[config.mk]
export PLATFORM = sky130hd
export DESIGN_NAME = lif_neuron_accum
export DESIGN_NICKNAME = d
export VERILOG_FILES = /design/src/rtl/lif_neuron_accum.sv
export SDC_FILE = /design/constraint.sdc
export NUM_CORES = 1
export LEC_CHECK = 0
export CAP_MARGIN = 20
export CORE_ASPECT_RATIO = 1.4
export CORE_MARGIN = 1.5
export CORE_UTILIZATION = 40
export DETAILED_ROUTE_END_ITERATION = 16
export SETUP_SLACK_MARGIN = 0.3
export SLEW_MARGIN = 20
export SYNTH_ARGS = -nofsm -noshare
export SYNTH_HDL_FRONTEND = slang
export SYNTH_SLANG_ARGS = --single-unit
[constraint.sdc]
create_clock -name clk -period 2.8 [get_ports clk]
set_input_delay 0.7 -clock clk [delete_from_list [all_inputs] [get_ports clk]]
set_output_delay 0.7 -clock clk [all_outputs]
set_load 0.05 [all_outputs]
[src/rtl/lif_neuron_accum.sv]
// Leaky integrate-and-fire accumulator: integrates signed weights per timestep, then
// applies leak, threshold, reset-to-zero and refractory hold when the fetch stage closes a step.
module lif_neuron_accum #(
    parameter int DATA_WIDTH   = 8,
    parameter int POT_WIDTH    = 16,
    parameter int THRESHOLD    = 100,
    parameter int LEAK_SHIFT   = 3,
    parameter int REFRAC_STEPS = 2
) (
    input  logic                        clk,
    input  logic                        rst_n,
    input  logic                        i_weight_valid,
    input  logic [DATA_WIDTH-1:0]       i_weight_data,
    input  logic                        i_fetch_done,
    output logic                        o_spike,
    output logic                        o_update_done,
    output logic signed [POT_WIDTH-1:0] o_membrane,
    output logic                        o_refrac,
    output logic                        o_overrun
);

    localparam int PW = POT_WIDTH;
    localparam int RW = (REFRAC_STEPS > 0) ? $clog2(REFRAC_STEPS + 1) : 1;
    localparam logic signed [PW-1:0] THR     = PW'(THRESHOLD);
    localparam logic signed [PW-1:0] POT_MAX = {1'b0, {(PW-1){1'b1}}};
    localparam logic signed [PW-1:0] POT_MIN = {1'b1, {(PW-1){1'b0}}};

    typedef enum logic [1:0] {S_ACCUM, S_LEAK, S_FIRE} state_t;

    state_t                 state_q;
    logic signed [PW-1:0]   acc_q;
    logic signed [PW-1:0]   snap_q;
    logic signed [PW-1:0]   v_next_q;
    logic [RW-1:0]          refrac_q;

    // In range only when the two guard bits match the POT_WIDTH sign bit.
    function automatic logic signed [PW-1:0] sat(input logic signed [PW+1:0] x);
        if (x[PW+1:PW-1] == 3'b000 || x[PW+1:PW-1] == 3'b111) begin
            return x[PW-1:0];
        end
        return x[PW+1] ? POT_MIN : POT_MAX;
    endfunction

    logic signed [PW+1:0] w_ext;
    logic signed [PW+1:0] acc_ext;
    logic signed [PW+1:0] v_ext;
    logic signed [PW+1:0] snap_ext;
    logic signed [PW-1:0] acc_add;
    logic signed [PW-1:0] leak_res;

    always_comb begin
        w_ext    = {{(PW+2-DATA_WIDTH){i_weight_data[DATA_WIDTH-1]}}, i_weight_data};
        acc_ext  = {{2{acc_q[PW-1]}}, acc_q};
        v_ext    = {{2{o_membrane[PW-1]}}, o_membrane};
        snap_ext = {{2{snap_q[PW-1]}}, snap_q};
        acc_add  = i_weight_valid ? sat(acc_ext + w_ext) : acc_q;
        leak_res = sat(v_ext - (v_ext >>> LEAK_SHIFT) + snap_ext);
    end

    always_ff @(posedge clk or negedge rst_n) begin
        if (!rst_n) begin
            state_q       <= S_ACCUM;
            acc_q         <= '0;
            snap_q        <= '0;
            v_next_q      <= '0;
            refrac_q      <= '0;
            o_spike       <= 1'b0;
            o_update_done <= 1'b0;
            o_membrane    <= '0;
            o_refrac      <= 1'b0;
            o_overrun     <= 1'b0;
        end else begin
            o_spike       <= 1'b0;
            o_update_done <= 1'b0;
            acc_q         <= acc_add;
            if (i_fetch_done && state_q != S_ACCUM) begin
                o_overrun <= 1'b1;
            end
            unique case (state_q)
                S_ACCUM: begin
                    if (i_fetch_done) begin
                        // A weight coincident with fetch_done closes with this timestep.
                        snap_q  <= acc_add;
                        acc_q   <= '0;
                        state_q <= S_LEAK;
                    end
                end
                S_LEAK: begin
                    v_next_q <= leak_res;
                    state_q  <= S_FIRE;
                end
                S_FIRE: begin
                    o_update_done <= 1'b1;
                    state_q       <= S_ACCUM;
                    if (refrac_q != '0) begin
                        refrac_q   <= refrac_q - 1'b1;
                        o_refrac   <= (refrac_q != RW'(1));
                        o_membrane <= '0;
                    end else if (v_next_q >= THR) begin
                        o_spike    <= 1'b1;
                        o_membrane <= '0;
                        refrac_q   <= RW'(REFRAC_STEPS);
                        o_refrac   <= (REFRAC_STEPS != 0);
                    end else begin
                        o_membrane <= v_next_q;
                    end
                end
                default: state_q <= S_ACCUM;
            endcase
        end
    end

endmodule

**Word-level counts from Yosys, hierarchy flattened**

Cells that the tools add are included.

- Register bits after elaboration: 72
- ROM bits: 0
- Logic and storage cells: 55
- Memory bits (writable): 0
- Bits in latches: 0
- Memories kept: 0
- Input port bits: 12
- Output and inout port bits: 20

- Add/subtract/negate cells: 4
- Equality and inequality tests: 6
- Bitwise gates (word level): 0
- Multiplexer cells: 23
- Div/mod/pow operators: 0
- $lt $le $gt $ge: 1
- Shift-type cells: 0
- Reductions and logical operators: 11
- Multipliers: 0

Operator list:

| operator | count |
|---|---|
| $mux W16 | 11 |
| $add A17 B16 Y18 | 1 |
| $add A16 B8 Y17 | 1 |
| $sub A16 B13 Y17 | 1 |
| $ge A16 B8 Y1 const B | 1 |
| $mux W1 | 8 |
| $eq A3 B3 Y1 const B | 2 |
| $logic_not A3 Y1 | 2 |
| $mux W2 | 3 |
| $reduce_bool A2 Y1 | 3 |
| $pmux W2 S2 | 1 |
| $reduce_and A2 Y1 | 2 |
| $eq A2 B1 Y1 const B | 1 |
| $eq A2 B2 Y1 const B | 1 |
| $logic_not A2 Y1 | 1 |
| $logic_or A1 B1 Y1 | 2 |
| $ne A2 B1 Y1 const B | 1 |
| $ne A2 B2 Y1 const B | 1 |
| $sub A2 B1 Y2 const B | 1 |
| $logic_and A1 B1 Y1 | 1 |

**Logic depth before layout (Yosys ltp)**

- Depth after elaboration: 8
- Mapped depth: 14
- Depth with buffers taken out: 13

**Worst setup path after synthesis**

Ideal clock, no wire load.

- Path kind: flip-flop to flip-flop
- From: register o_membrane[1]
- To: register v_next_q[2]
- Cell stages (with the launch flop): 13
- Data required time: 2.656 ns
- Period minus slack after synthesis: 3.463 ns
- Arrival time: 3.319 ns
- Library setup time: 0.144 ns
- Buffers on the path: 1
- Slack: -0.663 ns
- Path through: dfrtp_1 -> inv_1 -> fa_1 -> inv_1 -> ha_1 -> a211oi_2 -> nor4_1 -> nor3_2 -> a31oi_2 -> a2111o_1 -> clkbuf_1 -> o21ai_0 -> a31oi_1

- Cells in the longest elaborated chain, start to end: 6
- Elaborated cells between the ends (all ways): 9
- Classes of those cells: add/sub (2); eq/ne (1); mux (4); reduce/logical (2)

RTL lines:

| item | RTL line | text |
|---|---|---|
| from (decl) | 17 | `output logic signed [POT_WIDTH-1:0] o_membrane,` |
| from (signal assigned) | 105 | `o_membrane <= v_next_q;` |
| $sub A16 B13 Y17 (*) | 57 | `leak_res = sat(v_ext - (v_ext >>> LEAK_SHIFT) + snap_ext);` |
| $add A17 B16 Y18 (*) | 57 |  |
| $eq A3 B3 Y1 or $logic_not A3 Y1 (tied branches) | 38 | `if (x[PW+1:PW-1] == 3'b000 \|\| x[PW+1:PW-1] == 3'b111) begin` |
| $logic_or A1 B1 Y1 | 38 |  |
| $mux W1 | 38 |  |
| $mux W16 (*) | 41 | `return x[PW+1] ? POT_MIN : POT_MAX;` |
| to (signal assigned) | 89 | `v_next_q <= leak_res;` |
| to (decl) | 33 | `logic signed [PW-1:0] v_next_q;` |

Mark *: on every way between the ends. The rest lies on a longest branch, timed or not. The select of a mux whose other input is x is not followed.
A chain may end at the register's enable or synchronous reset.

**Final worst setup path**

- From: register snap_q[1]
- To: register v_next_q[13]

- Cells in the longest elaborated chain, start to end: 5
- Elaborated cells between the ends (all ways): 8
- Classes of those cells: add/sub (1); eq/ne (1); mux (4); reduce/logical (2)

RTL lines:

| item | RTL line | text |
|---|---|---|
| from (decl) | 32 | `logic signed [PW-1:0] snap_q;` |
| from (signal assigned) | 64 | `snap_q <= '0;` |
| from (signal assigned) | 83 | `snap_q <= acc_add;` |
| $add A17 B16 Y18 (*) | 57 |  |
| $eq A3 B3 Y1 or $logic_not A3 Y1 (tied branches) | 38 |  |
| $logic_or A1 B1 Y1 | 38 |  |
| $mux W1 | 38 |  |
| $mux W16 (*) | 41 |  |

Marks and branches as above.

==> key figures <==
Clock tree
  – CTS sink cnt: 72
  – Clock buffer depth: 2
  – CTS Hold Bufs: 0
  – CTS tree: yes
  – Clk root buf: clkbuf_16
  – TritonCTS Buffers: 9
  – Max H-tree Level: 3
  – Clk_lat worst skew: 340 ps
  – Clock-pin slew on the worst setup and hold paths: 60 ps

Setup path
  – CP Capture Type: flop
  – WS Path Type: flop to flop
  – Bufs and invs on worst path: 4
  – Critical path's slowest cell: fa_1
  – Startpoint Class: flop
  – Crit path required time: 3010 ps
  – CP Max Fanout: 15
  – Delay-heaviest family, CP: compound AO/OA/AOI/OAI gates
  – CP arrival: 3260 ps
  – Max stage delay on crit path: 580 ps
  – CP cell instances: inv_2, fa_1, inv_2, ha_4, a211oi_4, nor4_4, nor3_2, buf_4, a31oi_4, a2111o_1, buf_6, o211ai_1, a31oi_2
  – Cell occurring most often along the worst timing path: inv_2

GRT
  – Gr usage total: 20.6%
  – First-pass GRT wire length: 21900 um
  – GRT Residual Overflow: 0
  – Largest net degree at the start of global routing: 46
  – Initial antenna violation count: 0
  – Vias in the first global route: 4600

Routing
  – Drt via density: 5.25
  – Routed len/inst: 15.4 um
  – Post-route ant nets: 0
  – Drt pass-1 iters: 4
  – DRC errors left: 0
  – Final WL: 13300 um
  – DRT iter0 DRCs: 136
  – Via count: 4524

Logic synthesis
  – Seq/Total Area, Yosys: 35.9%
  – Count of flip-flops with a built-in enable after synthesis: 0
  – Post-synthesis net count: 634
  – Post-synth cell types: 62
  – Async set or reset register ratio after synthesis: 100%
  – Synth Register Bits: 72
  – Synth Cell Area: 5020 um2
  – Syn. warnings: 0
  – Synth Area per Inst: 8.80 um2
  – Ys flop type: dfrtp_1
  – Post-Synthesis Cells: 570

Place
  – Port Buffers: 31
  – Post-DP HPWL: 10300 um
  – Placer Congestion: 0.813

Status
  – Failing checks: setup timing
  – Status: complete, but fails checks

Floorplanning
  – Core area: 12300 um2
  – I/O Pins: 32
  – Initial Utilization: 40.8%
  – Die area: 13200 um2
  – Die H: 136 um
  – Row Count: 48
  – Die width: 97.7 um

Job
  – Max-cap violation count: 0

STA
  – Tcrit/Tclk final: 109%
  – Tmin final: 3050 ps
  – Sum of negative setup slack: -3440 ps
  – # setup viols final: 17
  – Max Fclk: 328 MHz
  – Worst-Margin Slew: 681 ps
  – Max-slew violations: 0
  – Clock Skew: 13.2 ps
  – Max_slew headroom: 54.5%
  – RSZ-0062 raised after global routing: true
  – Final hold vios: 0
  – Fin worst setup slack: -251 ps
  – Hold_ws: 368 ps

Final layout
  – Fraction of layout cells with a size suffix above 1: 32.8%
  – N_diodes: 0
  – Area Growth Syn to Fin: 44.6%
  – # nets final: 770

Min path
  – HP Class: input pin to asynchronous set/reset pin
synthesized netlist by cell type (all sizes together), types with 9 or more instances:
cell / instances / area, um2
nand3: 13 / 65.1
a21oi: 36 / 180
xnor2: 11 / 96.3
nand2: 47 / 176
dfrtp: 72 / 1800
a31oi: 28 / 181
nor2: 39 / 146
o21ai: 56 / 284
clkbuf: 13 / 48.8
fa: 16 / 320
inv: 79 / 297
ha: 36 / 450
a211oi: 9 / 72.6
o211ai: 17 / 128
layer usage:
metal | wire, um | up-vias | track usage, %
li1 | - | 2261 | -
met1 | 5430 | 2178 | 23.3
met2 | 7270 | 64 | 39.6
met3 | 279 | 21 | 3.35
met4 | 292 | 0 | 5.87
met5 | 0 | - | 0
path summary, 6_finish.rpt:
check                      startpoint             to  slack [ps]  depth (start not counted)
min                             rst_n  o_membrane[4]         370                          1
max in group asynchronous       rst_n       acc_q[4]        1820                          2
max                         snap_q[1]   v_next_q[13]        -250                         13
min reg2reg                 o_overrun      o_overrun         480                          1
min in group clk            o_overrun      o_overrun         480                          1
max reg2reg                 snap_q[1]   v_next_q[13]        -250                         13
cells by family (layout without fill, tap and decap cells):
| group | Yosys count | in the layout | share of synthesized area, % |
|---|---|---|---|
| multiplexers | 5 | 5 | 1.35 |
| XOR/XNOR | 19 | 19 | 3.32 |
| buffers and inverters | 99 | 240 | 7.73 |
| flip-flops | 72 | 72 | 35.9 |
| adder cells (fa/ha/maj) | 52 | 52 | 15.4 |
| AO/OA/AOI/OAI | 185 | 185 | 23.6 |
| AND/OR/NAND/NOR | 138 | 138 | 12.7 |
cells in the final DEF, fill, tap and decap left out, types with 5 or more instances in the layout:
cell,n
dfrtp_2,11
ha_1,19
xor2_1,8
buf_12,6
clkdlybuf4s50_1,21
o21bai_1,5
a31oi_1,23
xnor2_1,11
inv_2,11
nor2_1,39
fa_1,15
inv_1,68
o21ai_0,35
a21oi_2,8
nand3_1,9
o21ai_1,16
o21ai_2,5
buf_6,10
dfrtp_1,61
o211ai_1,17
buf_4,100
clkbuf_16,9
ha_4,16
a21o_1,7
a21oi_1,27
nand2_1,45
metrics by stage:
step | setup slack (ps) | cells | utilization, % | area [um2]
after global placement | -777 | 830 | 52.2 | 6430
after global routing | -426 | 861 | 58.9 | 7260
after detailed placement | -873 | 830 | 52.2 | 6430
after CTS | -233 | 860 | 57.4 | 7070
after floorplan | -228 | 570 | - | 5250
final | -251 | 861 | 58.9 | 7260
what timing repair did:
item	4_1_cts	5_1_grt
pin swaps	28	23
setup buffers	13	1
gates resized for setup	62	31
setup endpoints to repair	48	48
cloned	1	0
sequential cells by signal (all words and copies together) (netlist names):
| name | flops |
|---|---|
| acc_q | 16 |
| o_membrane | 16 |
| o_overrun | 1 |
| o_refrac | 1 |
| o_spike | 1 |
| o_update_done | 1 |
| refrac_q | 2 |
| snap_q | 16 |
| state_q | 2 |
| v_next_q | 16 |
area by class of cell:
type | count | area, um2
fill | 1068 | 5060
timing repair buffer | 144 | 1280
sequential | 72 | 1820
clock buffer | 11 | 253
inverter | 80 | 300
tap | 150 | 188
multi-input combinational | 399 | 3380
clock inverter | 5 | 40.0
Power is left out: the tool's default activity adds up to more than one toggle a clock period on the data nets, which glitch-free logic cannot reach.
